$ cat src/rtl/lsu_pkg.sv
// Shared definitions for the load/store unit: funct3 codes, FSM states and
// byte-enable / legality helpers.
package lsu_pkg;

  localparam logic [2:0] F3_B  = 3'b000;
  localparam logic [2:0] F3_H  = 3'b001;
  localparam logic [2:0] F3_W  = 3'b010;
  localparam logic [2:0] F3_BU = 3'b100;
  localparam logic [2:0] F3_HU = 3'b101;

  typedef enum logic [1:0] {
    StIdle,
    StIssue,
    StWait,
    StResp
  } lsu_state_e;

  // Loads always fetch the full word; the lane is picked on the way back.
  function automatic logic [3:0] calc_be(input logic       we,
                                         input logic [2:0] funct3,
                                         input logic [1:0] addr_lo);
    logic [3:0] be;
    be = 4'b1111;
    if (we) begin
      case (funct3)
        F3_B:    be = 4'b0001 << addr_lo;
        F3_H:    be = addr_lo[1] ? 4'b1100 : 4'b0011;
        default: be = 4'b1111;
      endcase
    end
    return be;
  endfunction

  function automatic logic req_ok(input logic       we,
                                  input logic [2:0] funct3,
                                  input logic [1:0] addr_lo);
    logic legal;
    logic misaligned;
    case (funct3)
      F3_B, F3_H, F3_W: legal = 1'b1;
      F3_BU, F3_HU:     legal = ~we;
      default:          legal = 1'b0;
    endcase
    misaligned = ((funct3[1:0] == 2'b01) && addr_lo[0]) ||
                 ((funct3[1:0] == 2'b10) && (addr_lo != 2'b00));
    return legal && !misaligned;
  endfunction

endpackage

$ cat src/rtl/load_store_unit_load_align.sv
// Picks the addressed byte/half lane out of a memory word and sign- or
// zero-extends it according to the load funct3.
module load_align
  import lsu_pkg::*;
(
  input  logic [31:0] word_i,
  input  logic [1:0]  addr_lo_i,
  input  logic [2:0]  funct3_i,
  output logic [31:0] data_o
);

  logic [7:0]  byte_sel;
  logic [15:0] half_sel;

  always_comb begin
    byte_sel = word_i[{addr_lo_i, 3'b000} +: 8];
    half_sel = addr_lo_i[1] ? word_i[31:16] : word_i[15:0];
    case (funct3_i)
      F3_B:    data_o = {{24{byte_sel[7]}}, byte_sel};
      F3_H:    data_o = {{16{half_sel[15]}}, half_sel};
      F3_BU:   data_o = {24'b0, byte_sel};
      F3_HU:   data_o = {16'b0, half_sel};
      default: data_o = word_i;
    endcase
  end

endmodule

$ cat src/rtl/load_store_unit.sv
// Single-outstanding load/store responder in front of a word-wide synchronous
// SRAM; rejects illegal and misaligned requests without touching memory.
module load_store_unit
  import lsu_pkg::*;
#(
  parameter int unsigned ADDR_W  = 32,
  parameter int unsigned MEM_LAT = 1
) (
  input  logic              clk,
  input  logic              reset,
  input  logic              req_valid,
  output logic              req_ready,
  input  logic              req_we,
  input  logic [2:0]        req_funct3,
  input  logic [ADDR_W-1:0] req_addr,
  input  logic [31:0]       req_wdata,
  output logic              rsp_valid,
  output logic [31:0]       rsp_rdata,
  output logic              rsp_err,
  output logic              mem_en,
  output logic              mem_we,
  output logic [3:0]        mem_be,
  output logic [ADDR_W-3:0] mem_addr,
  output logic [31:0]       mem_wdata,
  input  logic [31:0]       mem_rdata
);

  localparam int unsigned CntW = 3;

  lsu_state_e        state_q, state_d;
  logic              ready_q, ready_d;
  logic              we_q, we_d;
  logic [2:0]        funct3_q, funct3_d;
  logic [ADDR_W-1:0] addr_q, addr_d;
  logic [31:0]       wdata_q, wdata_d;
  logic [CntW-1:0]   cnt_q, cnt_d;
  logic [31:0]       rdata_q, rdata_d;
  logic              err_q, err_d;
  logic [31:0]       load_data;

  load_align u_load_align (
    .word_i   (mem_rdata),
    .addr_lo_i(addr_q[1:0]),
    .funct3_i (funct3_q),
    .data_o   (load_data)
  );

  always_comb begin
    state_d  = state_q;
    we_d     = we_q;
    funct3_d = funct3_q;
    addr_d   = addr_q;
    wdata_d  = wdata_q;
    cnt_d    = cnt_q;
    rdata_d  = rdata_q;
    err_d    = err_q;
    unique case (state_q)
      StIdle: begin
        // ready_q is only ever set while idle, so it alone qualifies the handshake
        if (req_valid && ready_q) begin
          we_d     = req_we;
          funct3_d = req_funct3;
          addr_d   = req_addr;
          wdata_d  = req_wdata;
          if (!req_ok(req_we, req_funct3, req_addr[1:0])) begin
            rdata_d = '0;
            err_d   = 1'b1;
            state_d = StResp;
          end else begin
            state_d = StIssue;
          end
        end
      end
      StIssue: begin
        if (we_q) begin
          rdata_d = '0;
          err_d   = 1'b0;
          state_d = StResp;
        end else begin
          cnt_d   = CntW'(MEM_LAT);
          state_d = StWait;
        end
      end
      StWait: begin
        if (cnt_q == CntW'(1)) begin
          rdata_d = load_data;
          err_d   = 1'b0;
          state_d = StResp;
        end else begin
          cnt_d = cnt_q - CntW'(1);
        end
      end
      StResp:  state_d = StIdle;
      default: state_d = StIdle;
    endcase
    ready_d = (state_d == StIdle);
  end

  always_ff @(posedge clk or negedge reset) begin
    if (!reset) begin
      state_q  <= StIdle;
      ready_q  <= 1'b0;
      we_q     <= 1'b0;
      funct3_q <= '0;
      addr_q   <= '0;
      wdata_q  <= '0;
      cnt_q    <= '0;
      rdata_q  <= '0;
      err_q    <= 1'b0;
    end else begin
      state_q  <= state_d;
      ready_q  <= ready_d;
      we_q     <= we_d;
      funct3_q <= funct3_d;
      addr_q   <= addr_d;
      wdata_q  <= wdata_d;
      cnt_q    <= cnt_d;
      rdata_q  <= rdata_d;
      err_q    <= err_d;
    end
  end

  assign req_ready = ready_q;
  assign rsp_valid = (state_q == StResp);
  assign rsp_rdata = rdata_q;
  assign rsp_err   = err_q;
  assign mem_en    = (state_q == StIssue);
  assign mem_we    = mem_en & we_q;
  assign mem_be    = mem_en ? calc_be(we_q, funct3_q, addr_q[1:0]) : 4'b0000;
  assign mem_addr  = addr_q[ADDR_W-1:2];

  always_comb begin
    case (funct3_q[1:0])
      2'b00:   mem_wdata = {4{wdata_q[7:0]}};
      2'b01:   mem_wdata = {2{wdata_q[15:0]}};
      default: mem_wdata = wdata_q;
    endcase
  end

endmodule

$ cat config.mk
export PLATFORM = sky130hd
export DESIGN_NAME = load_store_unit
export DESIGN_NICKNAME = d
export VERILOG_FILES = /design/src/rtl/lsu_pkg.sv /design/src/rtl/load_store_unit_load_align.sv /design/src/rtl/load_store_unit.sv
export SDC_FILE = /design/constraint.sdc
export NUM_CORES = 1
export LEC_CHECK = 0
export CAP_MARGIN = 30
export CORE_ASPECT_RATIO = 1.1
export CORE_MARGIN = 3
export CORE_UTILIZATION = 49
export DETAILED_ROUTE_END_ITERATION = 12
export PLACE_DENSITY = 0.95
export SYNTH_ARGS = -nofsm -noshare
export SYNTH_HDL_FRONTEND = slang
export SYNTH_SLANG_ARGS = --single-unit
$ cat constraint.sdc
create_clock -name clk -period 5.4 [get_ports clk]
set_input_delay 1.08 -clock clk [delete_from_list [all_inputs] [get_ports clk]]
set_output_delay 1.08 -clock clk [all_outputs]
set_load 0.02 [all_outputs]
==> key figures, run 1 <==
Power
  • Sw frac: 42.09%
  • Leakage power: 3.368 nW
  • Peak VDD IR: ~400 uV
  • Clock Power Share: 12.0%
  • PD cells: 670.6 nW/um^2
  • Net Switching: 2.219 mW
  • Cell Int Power: 3.054 mW
  • Total power: 5.273 mW
  • Logic gate share of total power: 59.3%
  • Sequential power share: 28.7%

Setup path
  • CP Cell Sequence: nand2b_1, nand2_1, a31oi_1, clkdlybuf4s50_1
  • Setup Crit Path Kind: reg -> out
  • Crit-path max FO: 18
  • Crit-path leading delay family: flip-flops
  • Data required time at the worst endpoint: 4.32 ns
  • Slowest cell on crit path: dfrtp_1
  • CP bufs+invs: 1
  • Worst setup SP type: flop
  • Critical Path AT: 2.78 ns
  • CP peak stage delay: 0.83 ns
  • Crit. End Element: primary output

Final layout
  • Most common cell after layout, fill and taps aside: clkdlybuf4s50_1
  • Commonest non-fill, non-tap cells in the layout: clkdlybuf4s50_1, dfrtp_1, mux2_2, mux2i_1, nand2_1
  • Nets: 740
  • Share of cells above drive strength 1: 20.63%
  • Area of the multi-input gates: 2525 um^2
  • Diode count: 0
  • Layout area overhead: 37.90%
  • Fillers: 750
  • FF+latch area: between 2000 and 3000 um^2

Timing
  • Fmax: 0.2591 GHz
  • Fin. Hold Viols: 0
  • Post-route clock period utilization: between 70% and 80%
  • Final setup viols: 0
  • Fin Setup TNS: 0 ns
  • RSZ-0062 raised after global routing: false
  • Minimum clock period: 3.859 ns
  • WHS: 0.5014 ns
  • Max Slew Vio Count: 0
  • Skew final: 0.008901 ns
  • Actual slew at the worst max-slew pin: between 1 and 1.5 ns
  • Worst slew margin: ~29%

Yosys
  • Post-Syn Instances: 481
  • Synth Cell Area: 5702 um^2
  • Syn_nets: 591
  • Syn avg cell area: 11.85 um^2
  • Post-synthesis sequential area ratio: 46.96%
  • Ys Warns: 0
  • Yosys reg bits: 107
  • Async S/R FF share, synth: 100.0%
  • Synth Flop Type: dfrtp_1
  • Yosys cell types: 40
  • Post-synth EDFFs: 0

Global route
  • Grt ovf: 0
  • First-pass GRT wire length: 25360 um
  • Vias in the first global route: between 4000 and 5000
  • GRT Total Usage: 25.15%
  • Met2 Resource Use GR: 41.54%
  • GR Layer Usage met1: between 30% and 40%
  • Met3 Use GR: 6.558%
  • Initial antenna violation count: 0
  • Largest net degree at the start of global routing: between 60 and 70
  • GRT busiest layer: met2

Clock network
  • Buffers from clock root to sink, at most: 2
  • Clk pin slew, worst setup/hold paths: 0.08 ns
  • Post-CTS setup buffer count: 0
  • Clk sinks: 107
  • Worst skew pair latency: between 0.3 and 0.4 ns
  • Post_cts resized: 0
  • Hold Buf Count CTS: 0
  • Number of buffers created by CTS: 9
  • TritonCTS clock tree: yes
  • CTS root buf: clkbuf_16
  • CTS H-tree depth: 3

Run
  • Max Cap Viol: 0

Routing
  • Per-cell routed wire length: 20.46 um
  • Drt total wl: 16000 um
  • DR vias/cell: 5.691
  • Remaining antenna violation count: 0
  • Initial DRC count: slightly above 300
  • DRC: 0
  • Pre-antenna DRT Iters: 5
  • Vias: 4450

Die
  • CORE AREA: 11160 um^2
  • Initial Util: 51.09%
  • Die Width: between 100 and 150 um
  • Die Ht: 119.1 um
  • Row cnt: 40
  • Num ports: 206
  • DIE AREA: 12970 um^2

Place
  • RD Place Congestion: between 0.8 and 0.9
  • Input/output buffers: about 210
  • DP HPWL: 12000 um

Outcome
  • Outcome: completed

Min path
  • Worst Hold Class: reg -> reg
area by class of cell:
| cell class | instances | share of cell area (%) |
|---|---|---|
| sequential | 107 | 34.07 |
| clock inverter | 7 | 0.7957 |
| multi-input combinational | 284 | 32.11 |
| inverter | 18 | 0.8593 |
| timing repair buffer | 210 | 26.96 |
| clock buffer | 9 | 2.864 |
| tap | 147 | 2.339 |
registers in the layout, indices dropped and copies added (netlist names):
signal / flops
addr_q: 32
rsp_rdata: 32
wdata_q: 32
cnt_q: 3
funct3_q: 3
state_q: 2
req_ready: 1
rsp_err: 1
we_q: 1
Yosys cell counts (all sizes together), types with 2 or more instances:
library cell	count	area [um^2]
o221ai	14	122.6
buf	56	384.1
mux2i	31	310.3
dfrtp	107	2678
nor2b	10	62.56
mux2	104	1216
a22oi	8	65.06
nor2	8	30.03
ha	7	87.58
nand2b	2	12.51
clkbuf	16	60.06
a31oi	5	31.28
a22o	7	61.31
nand3b	3	22.52
o21ai	15	75.07
a211oi	17	132.6
a21oi	19	98.85
inv	18	67.56
a221oi	2	17.52
nand2	20	75.07
metal layers:
| layer | vias up | wire length [um] | part of all wire, % |
|---|---|---|---|
| li1 | 1997 | - | - |
| met1 | 2173 | 6211 | 39 |
| met2 | 243 | 7897 | 49 |
| met3 | 37 | 1406 | 8.8 |
| met4 | 0 | 486 | 3.0 |
| met5 | - | 0 | 0 |
per-stage QoR:
stage	instances	util [%]	instance area, um^2	worst slack (ns)
final	782	70.45	7863	1.541
after global routing	782	70.45	7863	1.402
after CTS	780	70.02	7815	1.340
after detailed placement	764	67.44	7527	1.720
after global placement	763	67.38	7520	1.823
after floorplan	481	-	5702	2.700
power groups by stage:
stage	sequential (mW)	clock, mW	combinational (mW)
3_3_place_gp	1.55	0	2.94
2_1_floorplan	1.51	0	2.05
4_1_cts	1.56	0.647	3.06
3_5_place_dp	1.58	0	3.04
5_1_grt	1.56	0.688	3.31
6_report	1.51	0.635	3.13
path summary, 6_finish.rpt:
check / start / cells after the start / to / slack (ns)
min: rsp_rdata[16] / 1 / rsp_rdata[16] / 0.50
min in group asynchronous: reset / 1 / wdata_q[12] / 0.79
max in group asynchronous: reset / 2 / wdata_q[31] / 3.48
min reg2reg: rsp_rdata[16] / 1 / rsp_rdata[16] / 0.50
max reg2reg: state_q[0] / 7 / rsp_rdata[19] / 2.72
max: funct3_q[0] / 4 / mem_be[0] / 1.54
logic make-up (layout without fill, tap and decap cells):
group,count (synthesis),in the layout,share of synthesized area (%)
buffers and inverters,90,244,8.975
AO/OA/AOI/OAI,93,93,11.50
adder cells (fa/ha/maj),7,7,1.536
AND/OR/NAND/NOR,49,49,4.257
flip-flops,107,107,46.96
multiplexers,135,135,26.77
Note: power is estimated with default switching activity, not from simulation.
==> run 2, diff against run 1 <==
Settings changed: CORE_UTILIZATION 49 to 45, PLACE_DENSITY 0.95 to 0.91.
Clock period 5.4 ns to 3.7 ns, I/O delays scaled along.
==> run 2 against run 1 <==
- flip-flop and latch count is the same
- clock skew rose by 0.00082 ns
- critical path depth did not move
- largest cell class unchanged
- largest power group unchanged
==> key figures, run 2 (synthesis gave the netlist of run 1 again) <==
Outcome
  • Outcome: completed

Global route
  • Initial antenna violation count: 0
  • Grt ovf: 0
  • First-pass GRT wire length: ~24000 um
  • GRT Total Usage: 21.81%
  • Vias in the first global route: 4706
  • Largest net degree at the start of global routing: 69

Final layout
  • Final instance area: slightly below 8000 um^2
  • Most common cell after layout, fill and taps aside: clkdlybuf4s50_1
  • Commonest non-fill, non-tap cells in the layout: clkdlybuf4s50_1, dfrtp_1, mux2_2, mux2i_1, nand2_1
  • Layout area overhead: 39.28%
  • Nets: 745
  • Diode count: 0
  • Share of cells above drive strength 1: 21.25%
  • Fillers: 918
  • Final core utilization: 65.14%
  • Non-Filler Instances: 794

Run
  • Max Cap Viol: 0

Clock network
  • Post_cts resized: 0
  • TritonCTS clock tree: yes
  • Number of buffers created by CTS: 9
  • Clk pin slew, worst setup/hold paths: ~0.070 ns
  • Clk sinks: 107
  • Buffers from clock root to sink, at most: 2
  • Hold Buf Count CTS: 0
  • Worst skew pair latency: 0.34 ns
  • Post-CTS setup buffer count: 0
  • CTS H-tree depth: 3
  • CTS root buf: clkbuf_16

Timing
  • WHS: 0.4575 ns
  • Fin Setup TNS: 0 ns
  • Worst Slack Setup Final: 0.6535 ns
  • Actual slew at the worst max-slew pin: 0.7498 ns
  • Max Slew Vio Count: 0
  • Fin. Hold Viols: 0
  • Post-route clock period utilization: 82.34%
  • RSZ-0062 raised after global routing: false
  • Final setup viols: 0
  • Worst slew margin: approximately 50%
  • Minimum clock period: 3.046 ns
  • Skew final: 0.009725 ns
  • Fmax: approximately 0.33 GHz

Routing
  • Drt total wl: 15460 um
  • Per-cell routed wire length: between 15 and 20 um
  • Initial DRC count: 370
  • DRC: 0
  • Pre-antenna DRT Iters: 5
  • Remaining antenna violation count: 0
  • DR vias/cell: 5.665
  • Vias: about 4500

Place
  • Input/output buffers: 205
  • DP Area: 7594 um^2
  • Dpl cells: between 700 and 800
  • DP HPWL: 11580 um
  • RD Place Congestion: slightly below 0.9
  • Place WS: 0.7827 ns

Power
  • Peak VDD IR: 598.7 uV
  • Total power: 7.777 mW
  • Leakage power: around 3.4 nW
  • PD cells: 979.3 nW/um^2

Setup path
  • Data required time at the worst endpoint: 2.96 ns
  • Critical Path AT: approximately 2.3 ns
  • Crit-path max FO: 28
  • Crit. End Element: primary output
  • FF-to-FF setup slack: 0.92 ns
  • CP peak stage delay: 0.61 ns
  • CP Cell Sequence: nor2_1, buf_4, mux2_2, clkdlybuf4s50_1
  • Worst setup SP type: flop
  • Slowest cell on crit path: dfrtp_2
  • Setup Crit Path Kind: reg -> out

Die
  • Row cnt: 42
  • Num ports: ~210
  • Die Width: 113.3 um
  • Die Ht: 124.1 um
  • Initial Util: between 40% and 50%
  • CORE AREA: around 12000 um^2
  • DIE AREA: roughly 14000 um^2

Min path
  • Worst Hold Class: in -> async
-- run 2: cell types whose count changed in the layout (fill, tap and decap cells not counted) --
cell	delta
buf_4	+5
bufinv_16	+1
clkbuf_8	+2
clkinv_4	-1
clkinvlp_4	-3
inv_6	+2
inv_8	-1
-- run 2: path summary, 6_finish.rpt --
path / start / cells after the start / to
max: funct3_q[1] / 4 / mem_wdata[15]
min: reset / 1 / addr_q[28]
max reg2reg: state_q[0] / 7 / rsp_rdata[21]
min reg2reg: rsp_rdata[7] / 1 / rsp_rdata[7]
max in group asynchronous: reset / 2 / funct3_q[1]
min in group clk: rsp_rdata[7] / 1 / rsp_rdata[7]
-- run 2: layer usage --
| layer | up-vias | GRT usage (%) | wire [um] |
|---|---|---|---|
| met1 | 2218 | 25.69 | 5915 |
| met3 | 32 | 7.046 | 1420 |
| met2 | 241 | 36.74 | 7719 |
| li1 | 2007 | - | - |
| met5 | - | 0 | 0 |
| met4 | 0 | 9.391 | 408 |
-- run 2: area by class of cell --
type | count | area, um^2 | area share, %
repair buffers | 215 | 2157 | 27.16
clock buffers | 11 | 252.7 | 3.183
flip-flops and latches | 107 | 2679 | 33.73
well taps | 154 | 192.7 | 2.426
clock inverters | 5 | 67.56 | 0.8508
multi-input cells | 284 | 2525 | 31.79
inverters | 18 | 67.56 | 0.8508
-- run 2: power by group --
| part | switching [mW] | leakage, nW | total, mW | internal, mW |
|---|---|---|---|---|
| Combinational | 2.32 | 1.91 | 4.60 | 2.27 |
| Clock | 0.440 | 0.159 | 1.01 | 0.573 |
| Sequential | 0.436 | 1.35 | 2.17 | 1.73 |
| Total | 3.20 | 3.42 | 7.78 | 4.58 |
-- run 2: critical path, delay by kind of cell, from the launching register on --
kind,cells,cell delay (ns)
buffers and inverters,2,0.78
DFF,1,0.61
muxes,1,0.35
and+or+nand+nor,1,0.23
==> run 3, diff against run 2 <==
Clock period 3.7 ns to 3.03 ns, I/O delays scaled along.
==> run 3 against run 2 <==
- sequential share of layout area is essentially flat
- die area is the same
- critical path depth is the same
- routed wire length shrank 0.36%
- power grew 21%
- core utilization shrank 0.051 points
- sequential power grew 20%
- final area is essentially flat
- non-clock buffer count grew 5
- flip-flop and latch count is the same
- global-route usage is essentially flat
- highest routed layer unchanged
==> key figures, run 3 (synthesis gave the netlist of run 1 again) <==
Outcome
  • Outcome: completed

Clock network
  • CTS root buf: clkbuf_16
  • Clk sinks: 107
  • CTS H-tree depth: 3
  • Hold Buf Count CTS: 0
  • Post_cts resized: 0
  • Worst skew pair latency: around 0.34 ns
  • Post-CTS setup buffer count: 0
  • TritonCTS clock tree: yes
  • Buffers from clock root to sink, at most: 2
  • Clk pin slew, worst setup/hold paths: 0.08 ns
  • Number of buffers created by CTS: 9

Final layout
  • Layout area overhead: 39.17%
  • Nets: 750
  • Share of cells above drive strength 1: 21.86%
  • Diode count: 0
  • Most common cell after layout, fill and taps aside: clkdlybuf4s50_1
  • Final instance area: between 7000 and 8000 um^2
  • Commonest non-fill, non-tap cells in the layout: clkdlybuf4s50_1, dfrtp_1, mux2_2, mux2i_1, nand2_1

Die
  • Die Width: 113.3 um
  • DIE AREA: between 10000 and 15000 um^2
  • Initial Util: a little under half
  • Num ports: 206
  • Row cnt: 42
  • CORE AREA: 12190 um^2
  • Die Ht: 124.1 um

Timing
  • Worst slew margin: approximately 48%
  • Skew final: 0.007173 ns
  • Max Slew Vio Count: 0
  • Fmax: 0.3491 GHz
  • Fin. Hold Viols: 0
  • Final setup viols: 0
  • Fin Setup TNS: 0 ns
  • Post-route clock period utilization: 94.55%
  • Minimum clock period: 2.865 ns
  • Actual slew at the worst max-slew pin: 0.7827 ns
  • RSZ-0062 raised after global routing: false

Setup path
  • Crit-path max FO: 12
  • Worst r2r dst: rsp_rdata[3]
  • Critical Path AT: 2.26 ns
  • Crit. End Element: primary output
  • CP peak stage delay: 0.56 ns
  • FF-to-FF setup slack: 0.77 ns
  • Slowest cell on crit path: clkdlybuf4s50_1
  • Setup Crit Path Kind: reg -> out
  • FF-to-FF path depth: 8
  • Worst reg2reg startpoint: state_q[0]
  • CP Cell Sequence: nor2_1, buf_4, mux2_2, clkdlybuf4s50_1
  • Worst setup SP type: flop
  • Crit path from: funct3_q[0]
  • Data required time at the worst endpoint: 2.42 ns

Power
  • Peak VDD IR: 729.9 uV
  • Leakage power: 3.412 nW
  • PD cells: 1185 nW/um^2
  • Total power: 9.406 mW

Place
  • Input/output buffers: approximately 200
  • RD Place Congestion: 0.8935
  • DP HPWL: 11660 um
  • DP Area: 7651 um^2

Global route
  • Vias in the first global route: 4707
  • Grt ovf: 0
  • GRT Total Usage: a little over a fifth
  • Initial antenna violation count: 0
  • First-pass GRT wire length: 24320 um
  • Largest net degree at the start of global routing: 61

Routing
  • Pre-antenna DRT Iters: 5
  • DR vias/cell: 5.537
  • Remaining antenna violation count: 0
  • Per-cell routed wire length: slightly below 20 um
  • Vias: 4424
  • Drt total wl: about 15000 um
  • DRC: 0
  • Initial DRC count: 254

Min path
  • Worst Hold Class: in -> async

Run
  • Max Cap Viol: 0
-- run 3: worst max path at each step --
stage	endpoint	slack (ns)	cells after the start
after floorplan	mem_wdata[24]	0.80	6
after CTS	mem_wdata[9]	0.12	4
after global routing	mem_wdata[9]	0.04	4
final	mem_wdata[9]	0.17	4
after global placement	rsp_rdata[7]	0.33	6
after detailed placement	rsp_rdata[5]	0.28	7
-- run 3: cell type report --
cell class | instances | area, um^2
fill | 938 | 4257
multi-input combinational | 284 | 2525
inverter | 18 | 67.56
sequential | 107 | 2679
clock inverter | 7 | 58.81
timing repair buffer | 220 | 2187
tap | 154 | 192.7
clock buffer | 9 | 225.2
-- run 3: critical path: cells and delay by family (launching register included) --
family	cells	cell delay, ns
AND/OR/NAND/NOR	1	0.23
flip-flops	1	0.55
buffers and inverters	2	0.78
multiplexers	1	0.35
-- run 3: routing by layer --
metal	GRT usage (%)	part of all wire [%]	up-vias
li1	-	-	2015
met1	25.34	38	2171
met2	38.67	51	213
met3	6.414	8.9	25
met4	7.363	2.2	0
met5	0	0	-
-- run 3: stage by stage --
| stage | cells | setup slack, ns | hold WS (ns) | utilization, % |
|---|---|---|---|---|
| floorplan | 481 | 0.8045 | 0.3104 | - |
| global placement | 783 | 0.3332 | 0.4635 | 62.76 |
| detailed placement | 783 | 0.2761 | 0.4857 | 62.76 |
| CTS | 799 | 0.1184 | 0.3556 | 65.09 |
| global route | 799 | 0.04033 | 0.3858 | 65.09 |
| finish | 799 | 0.1653 | 0.3280 | 65.09 |
-- run 3: where the power goes --
group,switching [mW],total [mW],internal (mW)
clock,0.557,1.13,0.571
combinational,2.86,5.67,2.81
sequential,0.491,2.61,2.12
total,3.91,9.41,5.50
